[config.mk]
export PLATFORM = sky130hd
export DESIGN_NAME = pipe_ifid_ctrl
export DESIGN_NICKNAME = d
export VERILOG_FILES = /design/src/rtl/RV32I_definitions.sv /design/src/rtl/sat_counter.sv /design/src/rtl/pipe_ifid_ctrl.sv
export SDC_FILE = /design/constraint.sdc
export NUM_CORES = 1
export LEC_CHECK = 0
export ABC_AREA = 1
export BUFFER_PORTS_ARGS = -buffer_cell sky130_fd_sc_hd__buf_2
export CAP_MARGIN = 20
export CORE_ASPECT_RATIO = 0.9
export CORE_MARGIN = 10
export CORE_UTILIZATION = 45
export CTS_CLUSTER_DIAMETER = 50
export DETAILED_ROUTE_END_ITERATION = 16
export GPL_TIMING_DRIVEN = 0
export MAX_ROUTING_LAYER = met4
export PLACE_DENSITY = 0.79
export SKIP_CTS_REPAIR_TIMING = 1
export SLEW_MARGIN = 10
export SYNTH_ARGS = -nofsm -noshare
export SYNTH_HDL_FRONTEND = slang
export SYNTH_HIERARCHICAL = 1
export SYNTH_SLANG_ARGS = --single-unit
export TNS_END_PERCENT = 30
[constraint.sdc]
create_clock -name clk -period 1.56 [get_ports clk]
set_clock_uncertainty 0.15 [all_clocks]
set_input_delay 0.078 -clock clk [delete_from_list [all_inputs] [get_ports clk]]
set_output_delay 0.078 -clock clk [all_outputs]
set_load 0.02 [all_outputs]
[src/rtl/RV32I_definitions.sv]
// Shared RV32I definitions for the five-stage core pipeline.
// Holds the canonical NOP encoding and the IF/ID control FSM state type.
package RV32I_definitions;

  // addi x0, x0, 0
  localparam logic [31:0] RV32I_NOP = 32'h0000_0013;

  typedef enum logic [1:0] {
    RUN   = 2'd0,
    STALL = 2'd1,
    FLUSH = 2'd2
  } pipe_ctrl_state_t;

endpackage : RV32I_definitions

[src/rtl/sat_counter.sv]
// Event counter that increments on inc and sticks at all-ones instead of wrapping.
module sat_counter #(
  parameter int WIDTH = 16
) (
  input  logic             clk,
  input  logic             resetn,
  input  logic             inc,
  output logic [WIDTH-1:0] count
);

  // NOTE: sequential state uses non-blocking assignments so every flop
  // samples pre-edge values regardless of block evaluation order.
  always_ff @(posedge clk or negedge resetn) begin
    if (!resetn) begin
      count <= '0;
    end else if (inc && (count != {WIDTH{1'b1}})) begin
      count <= count + 1'b1;
    end
  end

endmodule : sat_counter

[src/rtl/pipe_ifid_ctrl.sv]
// IF/ID pipeline register with stall/flush handling, PC enable, ID/EX bubble
// request, saturating stall/flush event counters and a sticky stall watchdog.
module pipe_ifid_ctrl
  import RV32I_definitions::*;
#(
  parameter int REG_DATA_WIDTH = 32,
  parameter int CNT_WIDTH      = 16,
  parameter int STALL_LIMIT    = 8
) (
  input  logic                      clk,
  input  logic                      resetn,
  input  logic [REG_DATA_WIDTH-1:0] IF_PC,
  input  logic [REG_DATA_WIDTH-1:0] IF_Instruction,
  input  logic                      IF_Valid,
  input  logic                      Stall,
  input  logic                      IF_ID_Flush,
  input  logic                      EX_Flush,
  output logic                      PC_En,
  output logic [REG_DATA_WIDTH-1:0] ID_PC,
  output logic [REG_DATA_WIDTH-1:0] ID_Instruction,
  output logic                      ID_Valid,
  output logic                      ID_EX_Bubble,
  output logic [1:0]                Ctrl_State,
  output logic [CNT_WIDTH-1:0]      Stall_Count,
  output logic [CNT_WIDTH-1:0]      Flush_Count,
  output logic                      Stall_Timeout
);

  localparam int RUN_W = $clog2(STALL_LIMIT + 1);
  localparam logic [REG_DATA_WIDTH-1:0] NOP_WORD = REG_DATA_WIDTH'(RV32I_NOP);

  pipe_ctrl_state_t state;
  logic             stall_taken;
  logic [RUN_W-1:0] run_len;

  // A flush overrides a simultaneous stall, so the stall is only taken alone.
  assign stall_taken  = Stall & ~IF_ID_Flush;
  assign PC_En        = resetn & ~stall_taken;
  assign ID_EX_Bubble = ~resetn | Stall | EX_Flush | (state == FLUSH);
  assign Ctrl_State   = state;

  // Next state depends only on this cycle's requests, so an illegal encoding
  // can never persist past one edge.
  always_ff @(posedge clk or negedge resetn) begin
    if (!resetn) begin
      state          <= RUN;
      ID_PC          <= '0;
      ID_Instruction <= NOP_WORD;
      ID_Valid       <= 1'b0;
    end else if (IF_ID_Flush) begin
      state          <= FLUSH;
      ID_PC          <= IF_PC;
      ID_Instruction <= NOP_WORD;
      ID_Valid       <= 1'b0;
    end else if (Stall) begin
      state          <= STALL;
    end else begin
      state          <= RUN;
      ID_PC          <= IF_PC;
      ID_Instruction <= IF_Valid ? IF_Instruction : NOP_WORD;
      ID_Valid       <= IF_Valid;
    end
  end

  // Run length saturates at the limit so a long stall cannot wrap it.
  always_ff @(posedge clk or negedge resetn) begin
    if (!resetn) begin
      run_len       <= '0;
      Stall_Timeout <= 1'b0;
    end else if (stall_taken) begin
      if (run_len != RUN_W'(STALL_LIMIT)) run_len <= run_len + 1'b1;
      if (run_len == RUN_W'(STALL_LIMIT - 1)) Stall_Timeout <= 1'b1;
    end else begin
      run_len <= '0;
    end
  end

  sat_counter #(.WIDTH(CNT_WIDTH)) u_stall_cnt (
    .clk    (clk),
    .resetn (resetn),
    .inc    (stall_taken),
    .count  (Stall_Count)
  );

  sat_counter #(.WIDTH(CNT_WIDTH)) u_flush_cnt (
    .clk    (clk),
    .resetn (resetn),
    .inc    (IF_ID_Flush),
    .count  (Flush_Count)
  );

endmodule : pipe_ifid_ctrl

# ---- After elaboration in Yosys (flattened, before gate mapping)
# Index checks and enable logic that the tools add are counted.
dict set report word_totals {
  elab_cells 40
  regBits 104
  input_bits 70
  out_inout_bits 102
}
dict set report classes {
  n_reduce_logical 3
  n_bitwise 8
  mux 11
  n_eq_ne 7
  add_sub_neg 3
}
# cell count
set op_table {}
lappend op_table {{32-bit two-way mux} 5}
lappend op_table {{16-bit by 1-bit adder with 16-bit output, second input constant} 2}
lappend op_table {{16-bit inequality test, second input constant} 2}
lappend op_table {{4-bit two-way mux} 2}
lappend op_table {{4-bit by 1-bit adder with 4-bit output, second input constant} 1}
lappend op_table {{4-bit by 3-bit equality test with 1-bit output, second input constant} 1}
lappend op_table {{2-bit by 1-bit inequality test with 1-bit output, second input constant} 2}
lappend op_table {{4-bit inequality test, second input constant} 1}
lappend op_table {{1-bit two-way mux} 3}
lappend op_table {{1-bit inverter} 3}
lappend op_table {{1-bit bitwise OR} 3}
lappend op_table {{1-bit AND} 2}
lappend op_table {{2-bit equality test, second input constant} 1}
lappend op_table {{1-bit logical AND} 2}
lappend op_table {{2-bit two-way mux} 1}
lappend op_table {{2-bit AND reduction} 1}

# ---- Depth between registers and ports, before layout
# Gate-level depths: netlist of run 1.
dict set report logic_depth {
  depth_word 4
  depth_mapped 11
  depth_no_buf 10
}

# ---- Hierarchy
# The synthesis of run 1 kept the hierarchy.
# module cells_per_inst area_per_inst_um2 instances seq_area_each_um2
set by_module_without_submodules {}
lappend by_module_without_submodules {pipe_ifid_ctrl 314 2815.2 1 1805.5}
lappend by_module_without_submodules {sat_counter 149 1058.5 2 400.4}

# ---- Worst setup path after synthesis of run 1
# OpenSTA, ideal clock, no wires.
dict set report synth_timing {
  kind {reg-to-reg}
  start {register u_stall_cnt.count[0]}
  end {register u_stall_cnt.count[6]}
  synth_period_minus_slack_ns 1.752
  path_buffers 1
  stages_incl_launch_ff 10
  setup_time_ns 0.118
  arrival_ns 1.484
  slack_ns -0.192
  t_required_ns 1.292
  path_cell_list {dfrtp_1 -> ha_1 -> inv_2 -> nor2_4 -> nand2_2 -> nor2_4 -> nor2_4 -> buf_6 -> nand2_1 -> nand2_1}
}
dict set report synth_between {
  elab_chain_cells 2
  word_cells_on_any_way 3
  cone_classes {1 x add/sub; 1 x eq/ne; 1 x reduce/logical}
}
# element line_no
set synth_rtl {}
lappend synth_rtl {{from (decl)} sat_counter.sv:8} ;# output logic [WIDTH-1:0] count
lappend synth_rtl {{from (signal assigned)} sat_counter.sv:17} ;# count <= count + 1'b1;
lappend synth_rtl {{parallel branches: the longest is 2 deep, another holds 16-bit by 1-bit adder with 16-bit output} --}
# Parallel ways; which one is timed is not known.
# A chain may end at the register's enable or synchronous reset.

# ---- Worst setup path after layout of run 1
dict set report layout_timing {
  start {register u_stall_cnt.count[0]}
  end {register u_stall_cnt.count[8]}
}
# Same word-level chain as after synthesis.

==> run_results.csv, run 1 <==
group,metric,value,unit
run_status,run_status,"finished with violations",
run_status,failed_checks,"hold timing, setup timing",
sta,tightest_slew,0.3619,ns
synth,synth-edff-count,0,
clocking,clkLatencyLatePin,0.33,ns
synth,ys.flop_type,"dfrtp_1",
global_routing,grt_overflow,0,
sta,finalHoldWorstSlack,-0.5601,ns
floorplanning,die_x,130.4,um
sta,setup_tns,-0.7300,ns
global_routing,use_met3,0.03902,
sta,setup_violations,23,
clocking,root_buffer,"clkbuf_16",
floorplanning,die_area,15550,um2
sta,hold_viol,101,
power_and_ir_drop,ir_worst_vdd,0.7359,mV
placed_design,io_buffers,171,
global_routing,grt_max_degree,59,
cells_and_area,final_util,0.6785,
clocking,cts_htree_levels,3,
synth,syn-num-nets,686,
critical_path,crit_required,1.68,ns
synth,synthDistinctLibCells,24,
floorplanning,rows,36,
sta,rsz0062_at_grt,"true",
clocking,clk_pin_slew,0.08,ns
power_and_ir_drop,fin_total_pwr,7.151,mW
detailed_routing,antenna_left,0,
floorplanning,io_pins,172,
placed_design,hpwl,9915,um
global_routing,use_met1,0.2288,
placed_design,dp_slack,-0.1026,ns
sta,fmax,0.6173,GHz
placed_design,place_area,6018,um2
detailed_routing,drt_pre_antenna_iters,5,
global_routing,grt_pass1_vias,4201,
detailed_routing,drc_errors,0,
sta,slew_headroom,0.7587,
critical_path,crit_fanout,7,
synth,synthArstFlopShare,1.000,
floorplanning,die_h,119.3,um
critical_path,crit_type,"reg -> reg",
sta,period_minus_slack,1.620,ns
clocking,cts_tree,"yes",
worst_hold_path,worstHoldPathType,"in -> async",
synth,synth-seq-area-share,0.5284,
cells_and_area,drive_gt1_frac,0.3405,
clocking,cts_max_path_buffers,2,
detailed_routing,viasPerCell,4.872,
synth,synth.avg_cell_area,8.059,um2
global_routing,grt_pass1_wl,21270,um
cells_and_area,finish.instance_area,7305,um2
cells_and_area,final_common_cell,"nand2_1",
sta,slew_violations,0,
critical_path,rr_startpoint,"u_stall_cnt/count[0]",
critical_path,start_kind,"register",
critical_path,critPathCaptureType,"register",
cells_and_area,finalNonFillerCells,1022,
flow_run,max-cap-violations,0,
global_routing,antenna_found_initial,2,
cells_and_area,fin_nets,956,
detailed_routing,wirelength,16000,um
synth,syn_inst,612,
power_and_ir_drop,p_per_area,979.0,nW/um2
synth,ys_ff_latch,104,
synth,ys_warn_count,6,
global_routing,grt_busiest_layer,"met2",
sta,min_period_over_period,1.038,
critical_path,ff2ff_path_depth,9,
critical_path,reg2reg_to,"u_stall_cnt/count[8]",
critical_path,crit_arrival,1.74,ns
cells_and_area,syn_to_final_growth,48.10,%
detailed_routing,vias,4979,
detailed_routing,wire_per_inst,15.65,um
placed_design,gp_congestion,0.8503,
floorplanning,core,10770,um2
critical_path,reg2reg_slack,-0.06,ns
global_routing,grt_usage,0.1725,
floorplanning,initial_core_util,0.4582,
global_routing,grt_use_met2,0.2618,
cells_and_area,layout_common_cells,"249 x nand2_1, 180 x buf_2, 84 x dfrtp_1",
clocking,cts_inserted_buffers,9,
sta,setup_ws,-0.05994,ns
placed_design,placed_cells,917,
detailed_routing,drt-initial-drc-count,393,
power_and_ir_drop,leakage,3.866,nW
synth,syn_area,4932,um2
clocking,cts_sinks,104,
==> critical path: stages (launching register included) <==
cell and delay (ns):
dfrtp_2 0.46, ha_4 0.20, inv_4 0.08, nor2_4 0.04
nand2_4 0.07, nor2_4 0.04, nor2_4 0.20, buf_6 0.16
nand2_1 0.07, nand2_1 0.08
==> layout make-up <==
type / instances / area, um2
fillers: 842 / 3461
flip-flops and latches: 104 / 2628
clock inverters: 7 / 61.31
diodes: 2 / 5.005
inverters: 64 / 247.7
plain buffers: 17 / 123.9
multi-input cells: 427 / 2111
repair buffers: 259 / 1737
clock buffers: 9 / 225.2
well taps: 133 / 166.4
==> power by group <==
group / internal, mW / switching [mW]
registers: 2.96 / 0.287
logic: 0.714 / 1.01
clock network: 1.12 / 1.06
==> cell families after synthesis <==
family / synth area share
adders and majority gates: 0.01015
AOI/OAI and AO/OA: 0.05429
xor gates and xnor gates: 0.02131
and+or+nand+nor: 0.3135
DFF: 0.5284
buffers and inverters: 0.07230
==> routing by layer <==
layer,vias to the layer above,share of wire
met5,-,0
met4,0,0.026
met3,41,0.063
met2,200,0.51
met1,2310,0.40
li1,2428,-
==> sequential cells by signal, indices dropped and copies added (netlist names) <==
name / flops
Ctrl_State: 2
ID_Instruction: 32
ID_PC: 32
ID_Valid: 1
Stall_Timeout: 1
run_len: 4
u_flush_cnt/count: 16
u_stall_cnt/count: 16
==> how the worst max path moves through the flow <==
| stage | cells after the start | slack, ns | from | to |
|---|---|---|---|---|
| floorplan | 8 | 0.0008 | u_stall_cnt/count[8] | u_stall_cnt/count[6] |
| global placement | 5 | -1.19 | resetn | ID_EX_Bubble |
| detailed placement | 10 | -0.10 | IF_ID_Flush | u_stall_cnt/count[15] |
| CTS | 7 | -0.13 | u_stall_cnt/count[0] | u_stall_cnt/count[5] |
| global route | 8 | -0.14 | u_flush_cnt/count[0] | u_flush_cnt/count[8] |
| finish | 9 | -0.06 | u_stall_cnt/count[0] | u_stall_cnt/count[8] |
==> Yosys cell counts (2+ instances only) <==
master / n / area share
xor2_1: 2 / 0.0036
nand2_2: 9 / 0.011
nor2_2: 6 / 0.0076
nor2_4: 9 / 0.021
nand4_1: 10 / 0.013
inv_1: 61 / 0.046
buf_2: 9 / 0.0091
o21ai_0: 44 / 0.045
nand3_1: 20 / 0.020
clkbuf_1: 2 / 0.0015
ha_1: 4 / 0.010
nand2_1: 262 / 0.20
inv_2: 3 / 0.0023
dfstp_2: 3 / 0.016
dfrtp_1: 101 / 0.51
nor2_1: 42 / 0.032
nand4_4: 2 / 0.0086
buf_6: 5 / 0.011
o21ai_2: 4 / 0.0071
xnor2_1: 10 / 0.018
(Power assumes the default switching activity.)
==> inputs of run 2 (changes only) <==
--- a/config.mk
+++ b/config.mk
@@ -5,17 +5,16 @@
 export SDC_FILE = /design/constraint.sdc
 export NUM_CORES = 1
 export LEC_CHECK = 0
-export ABC_AREA = 1
-export BUFFER_PORTS_ARGS = -buffer_cell sky130_fd_sc_hd__buf_2
 export CAP_MARGIN = 20
 export CORE_ASPECT_RATIO = 0.9
-export CORE_MARGIN = 10
-export CORE_UTILIZATION = 45
+export CORE_MARGIN = 1.5
+export CORE_UTILIZATION = 50
 export CTS_CLUSTER_DIAMETER = 50
 export DETAILED_ROUTE_END_ITERATION = 16
+export DONT_BUFFER_PORTS = 1
 export GPL_TIMING_DRIVEN = 0
 export MAX_ROUTING_LAYER = met4
-export PLACE_DENSITY = 0.79
+export PLACE_DENSITY = 0.71
 export SKIP_CTS_REPAIR_TIMING = 1
 export SLEW_MARGIN = 10
 export SYNTH_ARGS = -nofsm -noshare
==> run 2 against run 1 <==
Against the previous run:
- the flow still finishes with violations (hold timing, setup timing)
- worst hold slack worse by 0.19 ns
- critical path depth is 5 lower
- die area decreased by 39%
- largest power group unchanged
==> run_results.csv, run 2 <==
group,metric,value,unit
run_status,run_status,"finished with violations",
run_status,failed_checks,"hold timing, setup timing",
critical_path,worst_path_max_delay_cell,"dfrtp_2",
flow_run,max-cap-violations,0,
critical_path,critPathBufInv,0,
cells_and_area,largestRegisters,"ID_Instruction x32, ID_PC x32",
global_routing,antenna_found_initial,0,
cells_and_area,insertedDiodeCount,0,
sta,hold_viol,104,
detailed_routing,drc_errors,0,
clocking,root_buffer,"clkbuf_8",
placed_design,gp_congestion,0.7821,
detailed_routing,drt_pre_antenna_iters,4,
cells_and_area,final_util,0.6519,
clocking,cts_max_path_buffers,2,
sta,finalHoldWorstSlack,-0.7488,ns
synth,synth-seq-area-share,0.5861,
floorplanning,core,8608,um2
synth,synthArstFlopShare,1.000,
sta,fmax,0.5598,GHz
power_and_ir_drop,leakage,2.535,nW
floorplanning,die_area,9469,um2
synth,post-synth-top-count-cell,"nand2_1",
floorplanning,initial_core_util,0.5166,
global_routing,grt_pass1_vias,3081,
sta,slew_violations,0,
critical_path,crit_arrival,1.88,ns
synth,ys_ff_latch,104,
sta,setup_violations,25,
placed_design,io_buffers,0,
sta,setup_tns,-1.598,ns
synth,syn_area,4447,um2
power_and_ir_drop,pwr-share-comb,0.130,
synth,ys_warn_count,6,
synth,ys.flop_type,"dfrtp_1",
synth,synth_area_leaders,"dfrtp_1 57%, nand2_1 9.1%, a22o_1 5.7%, nand4_1 2.3%, xnor2_1 2.2%",
power_and_ir_drop,p_sw_frac,0.3227,
power_and_ir_drop,ir_worst_vdd,1.021,mV
synth,synthDistinctLibCells,42,
detailed_routing,viasPerCell,5.630,
critical_path,critPathCaptureType,"register",
worst_hold_path,worstHoldPathType,"in -> async",
power_and_ir_drop,fin_total_pwr,6.161,mW
critical_path,crit_family,"flip-flops",
synth,syn-num-nets,462,
critical_path,start_kind,"register",
synth,synth_top_area_frac,0.5684,
floorplanning,die_h,92.47,um
cells_and_area,layout_common_cells,"105 x nand2_1, 69 x dfrtp_1, 67 x dlygate4sd3_1",
sta,setup_ws,-0.2264,ns
detailed_routing,wire_per_inst,18.31,um
sta,period_minus_slack,1.786,ns
clocking,cts_inserted_buffers,9,
synth,synth-edff-count,0,
detailed_routing,drt-initial-drc-count,85,
global_routing,grt_pass1_wl,15070,um
clocking,cts_tree,"yes",
critical_path,cp_cell_sequence,"and4_4 -> nand3_4 -> o31ai_4 -> mux2_4",
cells_and_area,fin_nets,544,
placed_design,place_area,4646,um2
cells_and_area,drive_gt1_frac,0.2147,
detailed_routing,vias,3344,
cells_and_area,final_common_cell,"nand2_1",
power_and_ir_drop,p_seq_frac,0.600,
floorplanning,die_x,102.4,um
global_routing,grt_max_degree,107,
critical_path,cp_slowest_stage_delay,0.50,ns
clocking,cts_sinks,104,
sta,tightest_slew,0.4374,ns
cells_and_area,finish.instance_area,5612,um2
sta,rsz0062_at_grt,"true",
floorplanning,io_pins,172,
critical_path,crit_fanout,7,
cells_and_area,finalNonFillerCells,594,
power_and_ir_drop,power.internal,4.173,mW
cells_and_area,syn_to_final_growth,26.20,%
detailed_routing,antenna_left,0,
synth,syn_inst,388,
global_routing,grt_usage,0.2126,
sta,min_period_over_period,1.145,
clocking,cts_htree_levels,3,
clocking,clkLatencyLatePin,0.36,ns
power_and_ir_drop,p_per_area,1098,nW/um2
synth,synth_common_cells,"108 x nand2_1, 101 x dfrtp_1, 29 x a22o_1, 16 x nand4_1, 13 x nand3_1",
placed_design,hpwl,6906,um
placed_design,placed_cells,507,
floorplanning,rows,32,
critical_path,crit_type,"reg -> reg",
clocking,clk_pin_slew,0.10,ns
synth,synth_area_leader_cell,"dfrtp_1",
sta,slew_headroom,0.7084,
power_and_ir_drop,switchingPower,1.988,mW
detailed_routing,wirelength,10880,um
placed_design,dp_slack,-0.3257,ns
critical_path,crit_required,1.66,ns
global_routing,grt_overflow,0,
power_and_ir_drop,power.share.clock,0.270,
synth,synth.avg_cell_area,11.46,um2
-- run 2: path summary, 6_finish.rpt --
kind | startpoint | to | slack, ns | cells past startpoint
setup reg to reg | u_stall_cnt/count[9] | u_stall_cnt/count[1] | -0.23 | 4
hold / removal | resetn | u_stall_cnt/count[11] | -0.75 | 0
hold reg to reg | run_len[3] | Stall_Timeout | 0.39 | 1
setup / recovery | u_stall_cnt/count[9] | u_stall_cnt/count[1] | -0.23 | 4
max in group asynchronous | resetn | ID_Instruction[4] | 1.75 | 0
min in group clk | IF_Valid | ID_Instruction[2] | 0.07 | 3
-- run 2: cell type report --
cell class,instances,area (um2)
fill,652,2997
sequential,104,2646
multi-input combinational,266,1807
timing repair buffer,71,700.7
tap,119,148.9
clock buffer,10,127.6
buffer,15,102.6
clock inverter,6,67.56
inverter,3,11.26
-- run 2: kinds of logic (layout without fill, tap and decap cells) --
group                    count (synthesis)  count (layout)  share of synthesized area
buffers and inverters                   18             105                    0.02561
multiplexers                             2               2                   0.005064
flip-flops                             104             104                     0.5861
XOR/XNOR                                16              16                    0.03151
adder cells (fa/ha/maj)                  4               4                    0.01126
AND/OR/NAND/NOR                        179             179                     0.2209
AO/OA/AOI/OAI                           65              65                     0.1196
-- run 2: power groups by stage --
stage	registers (mW)	clock network, mW	logic [mW]
floorplan	3.62	0	0.444
global placement	3.70	0	0.530
detailed placement	3.71	0	0.563
CTS	3.67	1.73	0.566
global route	3.74	1.81	0.889
finish	3.69	1.67	0.801
-- run 2: per-layer routing --
layer,up-vias,track usage,part of all wire
li1,1533,-,-
met1,1654,0.2515,0.41
met2,134,0.3339,0.49
met3,23,0.08151,0.075
met4,0,0.07078,0.023
met5,-,-,0
==> inputs of run 3 (changes only) <==
--- a/config.mk
+++ b/config.mk
@@ -14,7 +14,7 @@
 export DONT_BUFFER_PORTS = 1
 export GPL_TIMING_DRIVEN = 0
 export MAX_ROUTING_LAYER = met4
-export PLACE_DENSITY = 0.71
+export PLACE_DENSITY = 0.68
 export SKIP_CTS_REPAIR_TIMING = 1
 export SLEW_MARGIN = 10
 export SYNTH_ARGS = -nofsm -noshare
==> constraint.sdc (replaced) <==
create_clock -name clk -period 2 [get_ports clk]
set_clock_uncertainty 0.15 [all_clocks]
set_input_delay 0.1 -clock clk [delete_from_list [all_inputs] [get_ports clk]]
set_output_delay 0.1 -clock clk [all_outputs]
set_load 0.02 [all_outputs]
==> run 3 against run 2 <==
Against the previous run:
- first-iteration DRC count up 35%
- critical path depth up 1
- the flow finishes with violations (hold timing)
- via count up 0.36%
- setup slack better by 0.32 ns
==> run_results.csv, run 3 (synthesis results as in run 2) <==
group,metric,value,unit
clocking,cts_max_path_buffers,2,
power_and_ir_drop,leakage,2.524,nW
floorplanning,rows,32,
clocking,cts_tree,"yes",
sta,setup_tns,0,ns
critical_path,crit_type,"reg -> reg",
placed_design,placed_cells,507,
clocking,cts_inserted_buffers,9,
detailed_routing,antenna_left,0,
clocking,clkLatencyLatePin,0.36,ns
global_routing,grt_usage,0.2076,
placed_design,hpwl,6801,um
sta,setup_violations,0,
power_and_ir_drop,ir_worst_vdd,0.5030,mV
clocking,clk_pin_slew,0.10,ns
clocking,cts_htree_levels,3,
cells_and_area,largestRegisters,"ID_Instruction x32, ID_PC x32",
detailed_routing,viasPerCell,5.669,
worst_hold_path,worstHoldPathType,"in -> async",
global_routing,grt_max_degree,107,
critical_path,critPathCaptureType,"register",
critical_path,crit_family,"simple AND/OR/NAND/NOR gates",
critical_path,cp_slowest_stage_delay,0.56,ns
critical_path,crit_fanout,6,
run_status,failed_checks,"hold timing",
floorplanning,io_pins,172,
cells_and_area,final_util,0.6366,
cells_and_area,finish.instance_area,5480,um2
critical_path,crit_start,"u_flush_cnt/count[0]",
cells_and_area,drive_gt1_frac,0.1226,
sta,fmax,0.5255,GHz
critical_path,cp_cell_sequence,"ha_2 -> nand2_1 -> nor3_2 -> nand4_1 -> xnor2_1",
critical_path,start_kind,"register",
detailed_routing,wire_per_inst,18.86,um
clocking,root_buffer,"clkbuf_8",
floorplanning,initial_core_util,0.5166,
sta,period_minus_slack,1.903,ns
detailed_routing,drt_pre_antenna_iters,4,
sta,min_period_over_period,0.9515,
cells_and_area,finalNonFillerCells,592,
cells_and_area,final_common_cell,"nand2_1",
cells_and_area,insertedDiodeCount,0,
placed_design,gp_congestion,0.7491,
flow_run,max-cap-violations,0,
sta,finalHoldWorstSlack,-0.7313,ns
sta,tightest_slew,0.4545,ns
cells_and_area,num-fill-cells,667,
critical_path,crit_required,2.09,ns
global_routing,grt_pass1_vias,2888,
sta,rsz0062_at_grt,"false",
global_routing,antenna_found_initial,0,
global_routing,grt_pass1_wl,14750,um
detailed_routing,drt-initial-drc-count,115,
clocking,cts_sinks,104,
sta,slew_violations,0,
sta,hold_viol,104,
critical_path,rr_startpoint,"u_flush_cnt/count[0]",
placed_design,io_buffers,0,
floorplanning,core,8608,um2
cells_and_area,syn_to_final_growth,23.24,%
global_routing,grt_overflow,0,
cells_and_area,layout_common_cells,"108 x nand2_1, 98 x dfrtp_1, 70 x dlygate4sd3_1",
floorplanning,die_area,9469,um2
critical_path,critPathBufInv,0,
critical_path,worst_path_max_delay_cell,"dfrtp_1",
sta,slew_headroom,0.6970,
cells_and_area,fin_nets,543,
placed_design,place_area,4596,um2
floorplanning,die_x,102.4,um
detailed_routing,drc_errors,0,
power_and_ir_drop,p_per_area,838.1,nW/um2
detailed_routing,vias,3356,
detailed_routing,wirelength,11170,um
critical_path,crit_arrival,1.99,ns
run_status,run_status,"finished with violations",
floorplanning,die_h,92.47,um
run 3: changes by cell type in the layout (fill, tap and decap cells not counted), sizes merged:
| cell | previous run | this run |
|---|---|---|
| clkinvlp | 2 | 1 |
| clkbuf | 13 | 12 |
| clkinv | 1 | 2 |
| bufinv | 1 | 0 |
| inv | 5 | 6 |
| dlygate4sd3 | 67 | 70 |
| buf | 16 | 12 |
run 3: final timing paths:
path | to | slack (ns) | cells past startpoint
worst min register to register | Stall_Timeout | 0.40 | 1
max in group asynchronous | ID_Instruction[0] | 2.19 | 0
worst min-delay path | ID_PC[7] | -0.73 | 0
worst max-delay path | u_flush_cnt/count[10] | 0.1 | 5
worst max register to register | u_flush_cnt/count[10] | 0.1 | 5
min in group clk | u_flush_cnt/count[2] | 0.03 | 3
run 3: area by class of cell:
type / instances / area (um2) / area share
timing repair buffer: 70 / 700.7 / 0.1279
buffer: 15 / 102.6 / 0.01872
clock buffer: 9 / 123.9 / 0.02260
sequential: 104 / 2610 / 0.4763
multi-input combinational: 266 / 1732 / 0.3160
inverter: 3 / 11.26 / 0.002055
clock inverter: 6 / 51.30 / 0.009361
tap: 119 / 148.9 / 0.02717
run 3: where the power goes:
part	internal (mW)	switching [mW]	leakage [nW]	total, mW
Clock	0.464	0.725	0.0867	1.19
Sequential	2.30	0.544	1.34	2.85
Combinational	0.287	0.271	1.10	0.558
run 3: metal layers:
| metal | part of all wire | global-route usage | vias to the layer above |
|---|---|---|---|
| li1 | - | - | 1544 |
| met1 | 0.42 | 0.2595 | 1674 |
| met2 | 0.50 | 0.3267 | 126 |
| met3 | 0.070 | 0.06038 | 12 |
| met4 | 0.0099 | 0.06507 | 0 |
| met5 | 0 | - | - |
run 3: worst reg2reg max path, cell delays in order (launching register included):
cell and delay (ns):
dfrtp_1 0.56, ha_2 0.35, nand2_1 0.19, nor3_2 0.24, nand4_1 0.15, xnor2_1 0.16
run 3: through the flow:
step	setup slack (ns)	power, mW
finish	0.09693	4.593
global route	0.001421	4.813
CTS	-0.02544	4.509
detailed placement	0.003564	3.305
global placement	0.03819	3.268
floorplan	0.2514	3.134
